==> src/rtl/sobol_job_scheduler.sv <==
// Round-robin job scheduler: grants one requester at a time and forwards exactly
// that job's count of Sobol points, tagged with requester id, sample index and tlast.
module sobol_job_scheduler #(
  parameter int NUM_REQ    = 4,
  parameter int COUNT_BITS = 16,
  parameter int DATA_WIDTH = 64,
  parameter int ID_BITS    = $clog2(NUM_REQ)
) (
  input  logic                          s00_axis_aclk,
  input  logic                          s00_axis_aresetn,
  input  logic [NUM_REQ-1:0]            req_valid,
  input  logic [NUM_REQ*COUNT_BITS-1:0] req_count,
  output logic [NUM_REQ-1:0]            req_ready,
  input  logic                          s00_axis_tvalid,
  input  logic [DATA_WIDTH-1:0]         s00_axis_tdata,
  output logic                          s00_axis_tready,
  output logic                          m00_axis_tvalid,
  output logic [DATA_WIDTH-1:0]         m00_axis_tdata,
  output logic [ID_BITS-1:0]            m00_axis_tdest,
  output logic [COUNT_BITS-1:0]         m00_axis_tuser,
  output logic                          m00_axis_tlast,
  input  logic                          m00_axis_tready,
  output logic                          done_valid,
  output logic [ID_BITS-1:0]            done_id,
  output logic                          busy
);

  typedef enum logic {IDLE, STREAM} state_t;

  state_t                  state_q, state_d;
  logic [ID_BITS-1:0]      rr_ptr_q, rr_ptr_d;
  logic [ID_BITS-1:0]      job_id_q, job_id_d;
  logic [COUNT_BITS-1:0]   remaining_q, remaining_d;
  logic [COUNT_BITS-1:0]   idx_q, idx_d;
  logic                    m_tvalid_q, m_tvalid_d;
  logic [DATA_WIDTH-1:0]   m_tdata_q, m_tdata_d;
  logic [ID_BITS-1:0]      m_tdest_q, m_tdest_d;
  logic [COUNT_BITS-1:0]   m_tuser_q, m_tuser_d;
  logic                    m_tlast_q, m_tlast_d;
  logic                    done_valid_q, done_valid_d;
  logic [ID_BITS-1:0]      done_id_q, done_id_d;
  logic                    pend_q, pend_d;
  logic [ID_BITS-1:0]      pend_id_q, pend_id_d;

  logic [ID_BITS-1:0]      grant;
  logic                    grant_found;
  logic [COUNT_BITS-1:0]   grant_count;
  logic                    job_accept;
  logic                    zero_accept;
  logic                    in_fire;
  logic                    tlast_fire;

  always_comb begin : grant_search
    int cand;
    cand        = 0;
    grant       = '0;
    grant_found = 1'b0;
    for (int k = 0; k < NUM_REQ; k++) begin
      cand = (int'(rr_ptr_q) + k) % NUM_REQ;
      if (!grant_found && req_valid[ID_BITS'(cand)]) begin
        grant_found = 1'b1;
        grant       = ID_BITS'(cand);
      end
    end
  end

  assign grant_count = req_count[grant*COUNT_BITS +: COUNT_BITS];
  // Gated by reset so every output reads 0 while reset is held.
  assign req_ready   = (state_q == IDLE && grant_found && s00_axis_aresetn)
                       ? (NUM_REQ'(1) << grant) : '0;
  assign job_accept  = |(req_valid & req_ready);
  assign zero_accept = job_accept && (grant_count == '0);

  assign s00_axis_tready = (state_q == STREAM) && (!m_tvalid_q || m00_axis_tready);
  assign in_fire         = s00_axis_tvalid && s00_axis_tready;
  assign tlast_fire      = m_tvalid_q && m00_axis_tready && m_tlast_q;

  always_comb begin
    state_d      = state_q;
    rr_ptr_d     = rr_ptr_q;
    job_id_d     = job_id_q;
    remaining_d  = remaining_q;
    idx_d        = idx_q;
    m_tvalid_d   = m_tvalid_q;
    m_tdata_d    = m_tdata_q;
    m_tdest_d    = m_tdest_q;
    m_tuser_d    = m_tuser_q;
    m_tlast_d    = m_tlast_q;
    done_valid_d = 1'b0;
    done_id_d    = done_id_q;
    pend_d       = pend_q;
    pend_id_d    = pend_id_q;

    case (state_q)
      IDLE: begin
        if (job_accept) begin
          job_id_d    = grant;
          remaining_d = grant_count;
          idx_d       = '0;
          rr_ptr_d    = (grant == ID_BITS'(NUM_REQ - 1)) ? '0 : grant + ID_BITS'(1);
          if (grant_count != '0) state_d = STREAM;
        end
      end
      STREAM: begin
        if (in_fire) begin
          remaining_d = remaining_q - COUNT_BITS'(1);
          idx_d       = idx_q + COUNT_BITS'(1);
          if (remaining_q == COUNT_BITS'(1)) state_d = IDLE;
        end
      end
      default: state_d = IDLE;
    endcase

    if (in_fire) begin
      m_tvalid_d = 1'b1;
      m_tdata_d  = s00_axis_tdata;
      m_tdest_d  = job_id_q;
      m_tuser_d  = idx_q;
      m_tlast_d  = (remaining_q == COUNT_BITS'(1));
    end else if (m00_axis_tready) begin
      m_tvalid_d = 1'b0;
    end

    // A tlast completion takes the done slot; a colliding zero-count done waits one cycle.
    if (tlast_fire) begin
      done_valid_d = 1'b1;
      done_id_d    = m_tdest_q;
      if (zero_accept) begin
        pend_d    = 1'b1;
        pend_id_d = grant;
      end
    end else if (pend_q) begin
      done_valid_d = 1'b1;
      done_id_d    = pend_id_q;
      pend_d       = zero_accept;
      if (zero_accept) pend_id_d = grant;
    end else if (zero_accept) begin
      done_valid_d = 1'b1;
      done_id_d    = grant;
    end
  end

  always_ff @(posedge s00_axis_aclk or negedge s00_axis_aresetn) begin
    if (!s00_axis_aresetn) begin
      state_q      <= IDLE;
      rr_ptr_q     <= '0;
      job_id_q     <= '0;
      remaining_q  <= '0;
      idx_q        <= '0;
      m_tvalid_q   <= 1'b0;
      m_tdata_q    <= '0;
      m_tdest_q    <= '0;
      m_tuser_q    <= '0;
      m_tlast_q    <= 1'b0;
      done_valid_q <= 1'b0;
      done_id_q    <= '0;
      pend_q       <= 1'b0;
      pend_id_q    <= '0;
    end else begin
      state_q      <= state_d;
      rr_ptr_q     <= rr_ptr_d;
      job_id_q     <= job_id_d;
      remaining_q  <= remaining_d;
      idx_q        <= idx_d;
      m_tvalid_q   <= m_tvalid_d;
      m_tdata_q    <= m_tdata_d;
      m_tdest_q    <= m_tdest_d;
      m_tuser_q    <= m_tuser_d;
      m_tlast_q    <= m_tlast_d;
      done_valid_q <= done_valid_d;
      done_id_q    <= done_id_d;
      pend_q       <= pend_d;
      pend_id_q    <= pend_id_d;
    end
  end

  assign m00_axis_tvalid = m_tvalid_q;
  assign m00_axis_tdata  = m_tdata_q;
  assign m00_axis_tdest  = m_tdest_q;
  assign m00_axis_tuser  = m_tuser_q;
  assign m00_axis_tlast  = m_tlast_q;
  assign done_valid      = done_valid_q;
  assign done_id         = done_id_q;
  assign busy            = (state_q == STREAM) || m_tvalid_q;

endmodule

==> config.mk <==
export PLATFORM = sky130hd
export DESIGN_NAME = sobol_job_scheduler
export DESIGN_NICKNAME = d
export VERILOG_FILES = /design/src/rtl/sobol_job_scheduler.sv
export SDC_FILE = /design/constraint.sdc
export NUM_CORES = 1
export LEC_CHECK = 0
export BUFFER_PORTS_ARGS = -buffer_cell sky130_fd_sc_hd__clkbuf_2
export CORE_UTILIZATION = 53
export CTS_CLUSTER_SIZE = 12
export DETAILED_ROUTE_END_ITERATION = 8
export GPL_TIMING_DRIVEN = 0
export PLACE_DENSITY = 0.85
export SYNTH_ARGS = -nofsm -noshare
export SYNTH_HDL_FRONTEND = slang
export SYNTH_SLANG_ARGS = --single-unit
==> constraint.sdc <==
create_clock -name s00_axis_aclk -period 9.7 [get_ports s00_axis_aclk]
set_clock_uncertainty 0.2 [all_clocks]
set_input_delay 1.94 -clock s00_axis_aclk [delete_from_list [all_inputs] [get_ports s00_axis_aclk]]
set_output_delay 1.94 -clock s00_axis_aclk [all_outputs]
set_load 0.01 [all_outputs]
# After elaboration in Yosys (flattened, before gate mapping)
# Cells that the tools add are included.
# W data, S select, Z words.
# word_totals
ff_bits	127
out_inout_bits	93
wordCells	104
# op_classes
n_addsub	6
magnitude_cmp	4
n_eq_ne	5
shift	2
muxes	47
bitwise_logic	2
n_reduce_logical	24
# op_table
op	count
$mux W16	4
$pmux W16 S2	2
$shiftx A64 B7 Y16	1
$mux W1	24
$mux W2	11
$add A16 B1 Y16 const B	1
$eq A16 B1 Y1 const B	1
$logic_not A16 Y1	1
$lt A2 B4 Y1 const B	4
$reduce_bool A16 Y1	1
$sub A16 B1 Y16 const B	1
$logic_and A1 B1 Y1	10
$bmux W1 S2	4
$add A2 B1 Y2 const B	2
$add A2 B2 Y2 const B	2
$and A4 B4 Y4	1
$logic_not A1 Y1	4
$mux W4	1
$ne A2 B2 Y1 const B	2
$reduce_and A2 Y1	2
$reduce_bool A2 Y1	2
$reduce_or A4 Y1	1
$shl A1 B2 Y4 const A	1
$reduce_bool A3 Y1	1
other kinds (5)	6

# Longest topological paths before layout
# logic_depth
depth_word	22
ltp_mapped	11

# Worst setup path before layout
# OpenSTA, ideal clock, no wires.
# synth_path
path_type	input port to output port
from	input req_valid[2]
to	output req_ready[1]
t_arrival_ns	3.565
setup_slack_ns	3.995
stages	7
path_buffers	2
path_cell_list	nor2b_1 -> or4b_1 -> buf_2 -> nand2_1 -> clkbuf_1 -> nand2_1 -> nor2_1
# synth_via
elab_chain_cells	16
# synth_lines
element	line	text
start: declaration	11	input logic [NUM_REQ-1:0] req_valid,
$bmux W1 S2	60	if (!grant_found && req_valid[ID_BITS'(cand)]) begin
$mux W1 (implied by the code) (2 in a row)	60	
$mux W1	60	
$logic_not A1 Y1	60	
$logic_and A1 B1 Y1	60	
$mux W1	60	
$logic_not A1 Y1	60	
$logic_and A1 B1 Y1	60	
$mux W1	60	
$logic_not A1 Y1	60	
$logic_and A1 B1 Y1	60	
$mux W1	60	
$logic_and A1 B1 Y1 (2 in a row)	69	assign req_ready = (state_q == IDLE && grant_found && s00_axis_aresetn)
$mux W4 (*)	70	? (NUM_REQ'(1) << grant) : '0;
end: declaration	13	output logic [NUM_REQ-1:0] req_ready,
# Mark *: on every way between the ends. The rest lies on a longest branch, timed or not. The select of a mux whose other input is x is not followed.

# Worst setup path in the final report
# Ends and elaborated chain as after synthesis.

==> results <==
- The flow ran to the end, and the final reports show no timing, DRC or antenna violations.
- The number of flops mapped to enable cells by yosys is 0.
- Entering global routing, the biggest net connects 94 pins.
- The power density over the cells is 248 nW/um2.
- The die extent in x is 111 um.
- Derived from the worst setup path, the maximum achievable clock frequency is 0.160 GHz.
- In the finished design, the share of the clock period the worst path needs comes to 64.6%.
- The number of design rule violations left after detail routing is 0.
- The primary flip-flop cell chosen by synthesis mapping is dfrtp_1.
- After the first detailed-routing iteration, the DRC count stood at 338.
- The clock root buffer is clkbuf_16.
- The initialized floorplan defines 39 standard-cell rows.
- The worst endpoint required time is 7.56 ns.
- For this run, the post-layout net count is 1125.
- The combined buffer and inverter count along the critical path is 4.
- The number of max-capacitance violations reported is 0.
- The synthesized netlist occupies a cell area of 6280 um2.
- The sequential fraction of the synthesis area is 50.6%.
- The end point of the most critical hold path is m00_axis_tdest[0].
- The slowest stage of the critical path belongs to the cell or4b_1.
- The die covers 12300 um2.
- Along the worst hold path, the cell count comes to 2.
- The final layout contains routed wiring with a total length of 17.1 mm.
- The clock network burns 31.8% of the power.
- The critical path goes through clkbuf_2 -> nor2b_1 -> or4b_1 -> buf_2 -> nand2_1 -> clkbuf_1 -> nand2_1 -> nor2_1 -> clkbuf_2.
- The worst setup path is captured at an output port.
- The final core utilization is 71.8%.
- Summed over all nets, the half-perimeter wirelength after detailed placement is 12.4 mm.
- For this design the total switching power over the nets is 725 uW.
- The post-layout instance count excluding filler cells is 1141.
- On the worst path, the slowest cell contributes a delay of 0.51 ns.
- Dividing the detail-routed wire length by the instance count gives 15.0 um.
- The post-synthesis area per instance is 8.51 um2.
- For this run the aggregate overflow at the end of global routing stands at 0.
- Synthesis handed over a netlist of 738 instances.
- The synthesized design devotes to its leading area cell type 50.6% of total area.
- Along the worst path, the maximum fanout reaches 10.
- Across all register-to-register paths, the minimum setup slack is 6.28 ns.
- The maximum clock path buffer count is 2.
- The share of cells above drive strength 1 is 28.5%.
- For this run, asynchronously set or reset flops after synthesis account for 100%.
- By startpoint and endpoint, the worst setup path is classified as input pin to output port.
- The TritonCTS clock tree is done.
- The core outline area is 11500 um2.
- The length of the first detailed-routing pass in iterations is 5.
- The first-pass GRT wire length is 28.1 mm.
- In this run the static leakage power is 0.00448 uW.
- Setup repair after global routing left no endpoint under its margin.
- At the later pin of the worst-skew pair, clock insertion delay measures 0.41 ns.
- The number of setup buffers added after CTS is 0.
- The total cell area at the placement stage is 7630 um2.
- In the global route stage, overall resource usage came out at 28.3%.
- dfrtp_1 takes more of the synthesized area than any other cell.
- The total nets after synthesis is 877.
- The clock net sink count is 127.
- The setup violation total in the final timing report is 0.
- 0 antenna diodes ended up in the layout.
- The family with the most delay on the worst path is simple AND/OR/NAND/NOR gates.
- Measured in cells, the most critical reg-to-reg path has a length of 9.
- The count of hold buffers inserted by post-cts repair is 0.
- By area the synthesized netlist is led by dfrtp_1 (51%), nand2_1 (17%), a211o_1 (2.9%), and3_1 (2.6%), nor2_1 (2.3%).
- Counting distinct cell types in the post-synthesis netlist gives 52.
- Synthesis inferred 127 register bits.
- The most common cell in the synthesized netlist is nand2_1.
- Measured along the y axis, the die boundary spans 111 um.
- The number of pins with negative max-slew slack in the final report is 0.
- The number of antenna violations at the first check in global routing was 0.
- In this run, post-CTS repair resized a total of 0 instances.
- Measured against its own limit, the worst slew margin works out to 61.1%.
- The commonest cells after synthesis are nand2_1 (288), dfrtp_1 (127), nor2_1 (39).
- Net switching is 35.6% of the power.
- For this configuration, the core starts out at a cell density of 54.8%.
- Once detail routing completed, the nets flagged for antenna violations numbered 0.
- Detailed routing inserted a total of 6117 vias.
- The startpoint of the worst register-to-register path is rr_ptr_q[1].
- For the worst setup path, the data arrival time is 4.12 ns.
- VDD sags by at most 0.000134 V.
- The routed design could run at a clock period as short as 6.26 ns.
- The final weighted congestion in routability-driven placement is 0.970.
- The share of total power in combinational logic is 32.8%.
- The final-report hold violation count was 0.
- The worst hold path belongs to the class register to register.
- Relative to the synthesized area, the layout overhead comes to 31.2%.
- The total CTS buffers is 17.
- The routed via count divided by cell count is 5.36.
- The actual transition at the worst max-transition pin is 0.583 ns.
- The endpoint identified for the worst register-to-register timing path is pend_id_q[1].
- After detailed placement, the design holds a cell count of 1110.
- Sequential cells burn 35.4% of the power.
- With fillers left out, the area of the finished cells amounts to 8240 um2.
- CTS built an H-tree with a depth of 4.
- The clock slew at the register clock pins of the worst setup and hold paths is 0.06 ns.
- During synthesis, Yosys emitted a total of 0 warnings.
- The cell-internal power is 1310 uW.
- The sum of negative setup slack is 0 ns.
- The category of the worst setup path launch point is an input pin.
- Port buffering added 228 buffers.
- The hold path startpoint is job_id_q[0].
- The number of primary I/O pins is 229.
- The via count of the first global-routing pass came to 6021.
==> area by class of cell <==
type / instances / area (um2)
plain buffers: 45 / 189
clock buffers: 17 / 425
clock inverters: 14 / 178
fillers: 891 / 3230
inverters: 5 / 18.8
multi-input cells: 561 / 2890
flip-flops and latches: 127 / 3180
well taps: 143 / 179
repair buffers: 229 / 1180
==> worst reg2reg max path, stage by stage (launching register included) <==
cell	delay (ns)
dfrtp_1	0.37
clkbuf_1	0.33
o21bai_1	0.28
and2_1	0.18
clkbuf_1	0.35
a32oi_1	0.27
nor4_1	0.46
nand4bb_1	0.28
nor4_4	0.23
mux2_1	0.35
==> registers in the layout (all words and copies together), names as in the netlist, 2 cells and up <==
| name | flops |
|---|---|
| idx_q | 16 |
| remaining_q | 16 |
| m00_axis_tuser | 16 |
| done_id | 2 |
| pend_id_q | 2 |
| job_id_q | 2 |
| m00_axis_tdest | 2 |
| rr_ptr_q | 2 |
| m00_axis_tdata | 64 |
==> routing by layer <==
metal / wire length (um) / vias up / GRT usage (%)
li1: - / 2987 / -
met1: 7400 / 2832 / 35.6
met2: 8020 / 261 / 47.5
met3: 1250 / 37 / 7.27
met4: 413 / 0 / 9.96
met5: 0 / - / 0
==> power groups by stage <==
stage	combinational (uW)	sequential, uW	clock [uW]
floorplan	399	746	0
global placement	642	721	0
detailed placement	662	724	0
CTS	665	719	655
global route	738	737	679
finish	668	722	649
==> how the worst max path moves through the flow <==
stage,startpoint,to,slack (ns),cells after the start
2_1_floorplan,req_valid[2],req_ready[1],4.00,7
3_3_place_gp,s00_axis_aresetn,req_ready[2],1.88,5
3_5_place_dp,req_valid[2],req_ready[3],3.45,9
4_1_cts,req_valid[2],req_ready[3],3.44,9
5_1_grt,req_valid[2],req_ready[3],3.24,9
6_report,req_valid[2],req_ready[1],3.44,9
==> cell families (layout without fill, tap and decap cells) <==
family | count (synthesis) | after routing | share of synthesized area, %
AO/OA/AOI/OAI | 101 | 101 | 11.8
XOR/XNOR | 15 | 15 | 2.09
adder cells (fa/ha/maj) | 3 | 3 | 0.598
buffers and inverters | 50 | 310 | 3.31
flip-flops | 127 | 127 | 50.6
multiplexers | 6 | 6 | 0.996
AND/OR/NAND/NOR | 436 | 436 | 30.6
==> placed cells by master, fill, tap and decap left out, drive strengths merged, types with 5 or more instances in the layout <==
cell type,netlist,routed
a221oi,7,7
nor2,39,39
a211o,21,21
xor2,10,10
nand2,288,288
dfrtp,127,127
or3,7,7
nor4,7,7
clkbuf,36,281
xnor2,5,5
and2,6,6
o21ai,22,22
nor3b,5,5
inv,5,11
a21oi,17,17
and3,26,26
nand3,25,25
buf,9,10
nor3,8,8
a22oi,7,7
==> metrics by stage <==
stage | worst slack (ns) | hold WS [ns] | total power (uW)
finish | 3.44 | 0.268 | 2040
global route | 3.24 | 0.296 | 2150
CTS | 3.44 | 0.272 | 2040
detailed placement | 3.45 | 0.259 | 1390
global placement | 1.88 | 0.249 | 1360
floorplan | 4.00 | 0.239 | 1150
Power figures use the tool's default switching activity.
